[src/rtl/pipe_skid_reg.sv]
// Inter-stage pipeline register with a 2-entry skid buffer, synchronous flush
// and a saturating stall counter. in_ready depends only on registered state.
module pipe_skid_reg #(
    parameter int DATA_WIDTH    = 32,
    parameter int PAYLOAD_WIDTH = 32,
    parameter int CNT_WIDTH     = 16
) (
    input  logic                     clk,
    input  logic                     rst,
    input  logic                     flush,
    input  logic                     in_valid,
    output logic                     in_ready,
    input  logic [DATA_WIDTH-1:0]    in_pcn,
    input  logic [DATA_WIDTH-1:0]    in_pc,
    input  logic [PAYLOAD_WIDTH-1:0] in_payload,
    output logic                     out_valid,
    input  logic                     out_ready,
    output logic [DATA_WIDTH-1:0]    out_pcn,
    output logic [DATA_WIDTH-1:0]    out_pc,
    output logic [PAYLOAD_WIDTH-1:0] out_payload,
    output logic [CNT_WIDTH-1:0]     stall_cnt
);

    // Handshake: a transfer happens on a rising edge where valid and ready are
    // both 1; valid never waits on ready, and in_ready never looks at out_ready.
    typedef enum logic [1:0] {
        EMPTY = 2'd0,
        BUSY  = 2'd1,
        FULL  = 2'd2
    } state_t;

    state_t state;
    state_t state_nxt;

    logic [DATA_WIDTH-1:0]    main_pc, main_pcn, skid_pc, skid_pcn;
    logic [PAYLOAD_WIDTH-1:0] main_payload, skid_payload;

    logic in_fire;
    logic out_fire;

    assign in_fire  = in_valid & in_ready;
    assign out_fire = out_valid & out_ready;

    always_ff @(posedge clk) begin
        if (rst || flush) begin
            state <= EMPTY;
        end else begin
            state <= state_nxt;
        end
    end

    always_comb begin
        state_nxt = state;
        case (state)
            EMPTY: if (in_fire) state_nxt = BUSY;
            BUSY: begin
                if (in_fire && !out_fire) begin
                    state_nxt = FULL;
                end else if (!in_fire && out_fire) begin
                    state_nxt = EMPTY;
                end
            end
            FULL:    if (out_fire) state_nxt = BUSY;
            default: state_nxt = EMPTY;
        endcase
    end

    always_comb begin
        in_ready  = (state != FULL);
        out_valid = (state != EMPTY);
    end

    // Entries are zeroed whenever they empty so outputs read 0 during bubbles.
    always_ff @(posedge clk) begin
        if (rst || flush) begin
            main_pc      <= '0;
            main_pcn     <= '0;
            main_payload <= '0;
            skid_pc      <= '0;
            skid_pcn     <= '0;
            skid_payload <= '0;
        end else begin
            case (state)
                EMPTY: begin
                    if (in_fire) begin
                        main_pc      <= in_pc;
                        main_pcn     <= in_pcn;
                        main_payload <= in_payload;
                    end
                end
                BUSY: begin
                    if (in_fire && out_fire) begin
                        main_pc      <= in_pc;
                        main_pcn     <= in_pcn;
                        main_payload <= in_payload;
                    end else if (in_fire) begin
                        skid_pc      <= in_pc;
                        skid_pcn     <= in_pcn;
                        skid_payload <= in_payload;
                    end else if (out_fire) begin
                        main_pc      <= '0;
                        main_pcn     <= '0;
                        main_payload <= '0;
                    end
                end
                FULL: begin
                    if (out_fire) begin
                        main_pc      <= skid_pc;
                        main_pcn     <= skid_pcn;
                        main_payload <= skid_payload;
                        skid_pc      <= '0;
                        skid_pcn     <= '0;
                        skid_payload <= '0;
                    end
                end
                default: begin
                    main_pc      <= '0;
                    main_pcn     <= '0;
                    main_payload <= '0;
                    skid_pc      <= '0;
                    skid_pcn     <= '0;
                    skid_payload <= '0;
                end
            endcase
        end
    end

    assign out_pc      = main_pc;
    assign out_pcn     = main_pcn;
    assign out_payload = main_payload;

    // Flush does not clear the counter; a flush cycle that stalls still counts.
    always_ff @(posedge clk) begin
        if (rst) begin
            stall_cnt <= '0;
        end else if (out_valid && !out_ready && (stall_cnt != {CNT_WIDTH{1'b1}})) begin
            stall_cnt <= stall_cnt + 1'b1;
        end
    end

endmodule

[config.mk]
export PLATFORM = sky130hd
export DESIGN_NAME = pipe_skid_reg
export DESIGN_NICKNAME = d
export VERILOG_FILES = /design/src/rtl/pipe_skid_reg.sv
export SDC_FILE = /design/constraint.sdc
export NUM_CORES = 1
export LEC_CHECK = 0
export ABC_AREA = 1
export ABC_CLOCK_PERIOD_IN_PS = 1600
export CAP_MARGIN = 20
export CORE_MARGIN = 8
export CORE_UTILIZATION = 40
export CTS_BUF_LIST = sky130_fd_sc_hd__clkbuf_16
export DETAILED_ROUTE_END_ITERATION = 6
export MAX_ROUTING_LAYER = met4
export PLACE_DENSITY = 0.79
export SYNTH_ARGS = -nofsm -noshare
export SYNTH_HDL_FRONTEND = slang
export SYNTH_SLANG_ARGS = --single-unit
[constraint.sdc]
create_clock -name clk -period 1.6 [get_ports clk]
set_input_delay 0.32 -clock clk [delete_from_list [all_inputs] [get_ports clk]]
set_output_delay 0.32 -clock clk [all_outputs]
set_load 0.05 [all_outputs]
Word-level counts from Yosys, hierarchy flattened. Cells that the tools add are included.

Add/subtract/negate cells: 1. Eq/ne operators: 11. Multiplexer cells: 25. Bitwise logic cells: 3. Reductions and logical operators: 14.

Operator list (count): $pmux W32 S3 (6); $mux W32 (14); $add A16 B1 Y16 const B (1); $ne A16 B16 Y1 const B (1); $ne A2 B2 Y1 const B (5); $ne A3 B3 Y1 const B (3); $mux W2 (4); $reduce_and A4 Y1 (2); $pmux W2 S3 (1); $logic_and A1 B1 Y1 (5); $logic_not A1 Y1 (3); $reduce_and A3 Y1 (1); $and A1 B1 Y1 (2); $eq A2 B1 Y1 const B (1); $eq A2 B2 Y1 const B (1); $logic_not A2 Y1 (1); $reduce_bool A2 Y1 (1); $logic_or A1 B1 Y1 (1); $not A1 Y1 (1).

Register bits: 210. Input port bits: 101. Output and inout port bits: 114. Logic and storage cells: 62.

Depth between registers and ports, before layout.
Depth after elaboration: 7. Gate-level depth with buffers: 11.

Worst setup path after synthesis. No wires, ideal clock.

Path kind: reg-to-reg. Start point: reg stall_cnt[0]. End point: reg stall_cnt[11]. Arrival: 1849 ps. Required time: 1530 ps. Path slack: -320 ps. Stages on the path, launching flop included: 8. Buffers on the path: 0. Clock period less this slack: 1920 ps. Path through: dfxtp_1 ha_1 nand2_1 nor2_1 nand2_1 o21ai_1 nand2_1 a21oi_1.

Longest elaborated chain between the ends: 2. Elaborated cells between the ends (all ways): 3. Classes of those cells: add/sub: 1; eq/ne: 1; reduce/logical: 1.

Ends and longest elaborated chain: start, declared (RTL line 21) `output logic [CNT_WIDTH-1:0] stall_cnt`; start signal, assigned (RTL line 137) `stall_cnt <= stall_cnt + 1'b1;`; parallel branches: the longest is 2 deep, another holds $add A16 B1 Y16.

Several ways; the timed one is not identified. A chain may end at the register's enable or synchronous reset.

Final worst setup path.
Start point: reg state[0]. End point: reg main_payload[27] (netlist: out_payload[27]).

Longest elaborated chain between the ends: 5. Elaborated cells between the ends (all ways): 15. Classes of those cells: eq/ne: 7; mux: 2; bitwise: 2; reduce/logical: 4.

Ends and longest elaborated chain: start, declared (RTL line 32) `state_t state;`; start signal, assigned (RTL line 48) `state <= state_nxt;`; $ne A2 B2 Y1 / $reduce_bool A2 Y1 (equally long branches) (RTL line 69, 70); $and A1 B1 Y1, on equally long branches (RTL line 41, 42); $logic_and A1 B1 Y1 (RTL line 92) `if (in_fire && out_fire) begin`; $ne A3 B3 Y1 (no source line) / $mux W32 (equally long branches); $reduce_and A4 Y1 (no source line) / $pmux W32 S3 (equally long branches); end signal, assigned (RTL line 88) `main_payload <= in_payload;`; end signal, assigned (RTL line 95) `main_payload <= in_payload;`; end signal, assigned (RTL line 110) `main_payload <= skid_payload;`; end, declared (RTL line 36) `logic [PAYLOAD_WIDTH-1:0] main_payload, skid_payload;`.

Several ways; a longest one is shown, not always the timed one.

==> results by group <==
Global route
  – First-pass GRT wire length: 49.4 mm
  – GR Util All Layers: 20.8%
  – Antenna violations before repair: 0
  – Largest net degree at the start of global routing: 62
  – Via count of the first global-routing pass: 10100
  – GRT overflow: 0

Placed design
  – Port bufs: 214
  – Placed Cells: 1960
  – GPL Wtd Cong: 0.874
  – Pre-CTS WS: -359 ps
  – Final HPWL DP: 20.2 mm

Yosys
  – Synth cell count leaders: nand2_1 (622), dfxtp_1 (210), a21oi_1 (194), o21ai_0 (89), o21bai_1 (85)
  – Mapped Nets: 1544
  – Largest area contributor in the netlist: dfxtp_1
  – Ys async rst share: 0%
  – Register area share after synthesis: 43.3%
  – Flops & latches, synth: 210
  – Main synth FF type: dfxtp_1
  – Distinct cells, synth: 24
  – Syn avg cell area: 6.73 um^2
  – Syn Std Cell Area: 0.00970 mm^2
  – Synth Warn #: 0
  – Syn Inst Count: 1442
  – EDFF count, synth: 0
  – Top cells by area in the synthesized netlist: dfxtp_1 (43%), nand2_1 (24%), a21oi_1 (10%)
  – Top-count cell post-synth: nand2_1
  – Yosys top cell area share: 43.3%

Floorplanning
  – Die ar.: 0.0295 mm^2
  – Initial Util: 40.4%
  – I/O Pins: 215
  – Die height: 172 um
  – Die width: 172 um
  – Core area: 0.0240 mm^2
  – Row count: 57

Timing
  – Fmax achieved: 0.628 GHz
  – Setup violators final: 0
  – Worst-Margin Slew: 342 ps
  – RSZ-0062 raised after global routing: true
  – Slew Viols, Final: 0
  – Max_slew headroom: 77.1%
  – PnR worst setup slack: 8.85 ps
  – Setup TNS: 0 ps
  – Hold Vio Cnt, Final: 0
  – Crit share post-route: 99.4%
  – Setup skew after layout: 12.7 ps
  – Fin crit period: 1590 ps

Detailed routing
  – Final Routed Wirelength: 31.7 mm
  – WL/cell: 15.7 um
  – DRC errors left: 0
  – DR iter-0 viols: 923
  – Vias per Instance: 5.21
  – Vias: 10500
  – Final ANT Viol Nets: 0
  – Drt first pass iters: 5

Worst setup path
  – R2R cell count: 8
  – Worst-path fanout max: 61
  – CP cell instances: nor2_4, buf_4, nor2_2, nand2_4, buf_12, o21bai_1, nand2_1, a21oi_1
  – Data required, critical path: 2030 ps
  – Crit path max-delay cell type: dfxtp_4
  – Worst setup path start: state[0]$_SDFFE_PP0P_
  – Worst path top cell family by delay: simple AND/OR/NAND/NOR gates
  – CP Class: flip-flop to flip-flop
  – Buffers plus inverters on the worst setup path: 2
  – Levels on crit path: 8
  – Crit path arrival time: 2020 ps
  – Startpoint Class: flip-flop
  – Setup slack, reg-to-reg: 9 ps
  – Worst path max stage delay: 410 ps
  – FF-to-FF Start: state[0]$_SDFFE_PP0P_
  – RR Endpoint: out_payload[27]$_SDFFE_PP0P_
  – Crit. End Element: flip-flop

Final layout
  – Area delta synth->final: 40.2%
  – Number of fill cells: 2145
  – Nets: 1773
  – Area occupied by multi-input gates: 0.00501 mm^2
  – Sequential cell area: 0.00423 mm^2
  – Share of cells above drive strength 1: 16.3%
  – Non-Filler Instances: 2013
  – Finished Core Util: 56.6%

Pwr
  – Peak supply drop: 0.739 mV
  – Switch Pwr: 3.53 mW
  – Static leakage: 5.74 nW
  – PwrDens: 941 mW/mm^2
  – Comb power frac: 17.2%
  – Switching share of power: 27.6%
  – Clock share of power: 39.9%
  – Internal Power: 9.27 mW
  – Sequential Power Share: 42.9%

Clock network
  – CTS HTree Levels: 1
  – Reg clk slew, reported paths: 60 ps
  – Hold_buf cts: 0
  – Clock sinks: 210
  – Clock tree root driver cell: clkbuf_16
  – Max Root-Sink Buffers: 3
  – CTS tree: built
  – Cts bufs inserted: 24
  – Clk_lat worst skew: 510 ps

Run
  – Max-cap violations: 0

Run status
  – Status: finished, final reports clean

Worst hold path
  – Hold Path Cell Cnt: 3
  – Hold endpoint: skid_payload[6]$_SDFFE_PP0P_
  – Worst Hold Class: input port to flip-flop
  – Hold_sp: in_payload[6]
==> final cells by class <==
cell class / instances / share of cell area (%)
Clock buffer: 25 / 4.60
Timing Repair Buffer: 307 / 22.8
Sequential cell: 210 / 31.1
Antenna cell: 1 / 0.0184
Inverter: 30 / 0.938
Tap cell: 324 / 2.98
Multi-Input combinational cell: 1098 / 36.8
Clock inverter: 18 / 0.727
==> tightest hold or removal path: stages <==
cell,delay [ps]
clkdlybuf4s50_1,410
nand2_1,90
a21oi_1,60
==> placed cells by master, fill, tap and decap left out, types with 2 or more instances in the layout <==
cell type	count
a211oi_1	10
a21oi_1	194
buf_12	34
buf_16	2
buf_4	166
clkbuf_16	28
clkdlybuf4s50_1	100
clkinv_1	4
clkinv_2	4
dfxtp_1	194
dfxtp_2	13
dfxtp_4	3
inv_1	33
inv_2	2
inv_4	2
inv_6	2
nand2_1	616
nand2_2	2
nand2_4	4
nand3_1	21
nand4_1	5
nor2_1	52
nor2_2	4
nor2_4	4
o21ai_0	88
o21bai_1	85
xnor2_1	2
xor2_1	4
==> flip-flops by register name, indices dropped and copies added (netlist names) <==
register	count
out_payload	32
out_pc	32
out_pcn	32
skid_payload	32
skid_pc	32
skid_pcn	32
stall_cnt	16
state	2
==> repair_timing <==
item                                   4_1_cts  5_1_grt
buffers inserted                             3        2
resized for setup                            5       13
setup endpoints to repair                  106      147
gates cloned                                 1        3
pin swaps                                    1        3
endpoints found under the hold margin        0        0
==> worst max path at each step <==
stage / to / slack, ps
floorplan: stall_cnt[11]$_SDFFE_PP0P_ / 3
global placement: out_payload[16]$_SDFFE_PP0P_ / -330
detailed placement: out_pc[2]$_SDFFE_PP0P_ / -360
CTS: out_pcn[13]$_SDFFE_PP0P_ / 2
global route: out_pc[31]$_SDFFE_PP0P_ / -110
finish: out_payload[27]$_SDFFE_PP0P_ / 9
==> metal layers <==
metal | track usage (%) | vias to the layer above | wire length (um)
met5 | - | - | 0
met4 | 7.38 | 0 | 867
met3 | 4.34 | 71 | 2630
met2 | 33.1 | 421 | 14700
met1 | 25.9 | 4850 | 13500
li1 | - | 5149 | -
==> power by group through the flow <==
stage	combinational (mW)	clock [mW]	sequential (mW)
floorplan	0.878	0	5.90
CTS	2.14	5.20	5.49
finish	2.21	5.10	5.49
global route	2.38	5.44	5.50
global placement	2.06	0	5.59
detailed placement	2.10	0	5.60
==> logic make-up (layout without fill, tap and decap cells) <==
group / count (synthesis) / after routing / share of synthesized area [%]
AO/OA/AOI/OAI: 380 / 380 / 22.1
XOR/XNOR: 6 / 6 / 0.542
adder cells (fa/ha/maj): 1 / 1 / 0.129
buffers and inverters: 134 / 380 / 5.76
flip-flops: 210 / 210 / 43.3
other: 0 / 1 / 0
AND/OR/NAND/NOR: 711 / 711 / 28.2
==> metrics by stage <==
step	hold WS, ps	total power [mW]	area, um^2
2_1_floorplan	455	6.78	9740
3_3_place_gp	451	7.66	12600
3_5_place_dp	456	7.69	12600
4_1_cts	405	12.8	13400
5_1_grt	421	13.3	13600
6_report	425	12.8	13600
No activity file was read; power rests on OpenSTA's default activity.
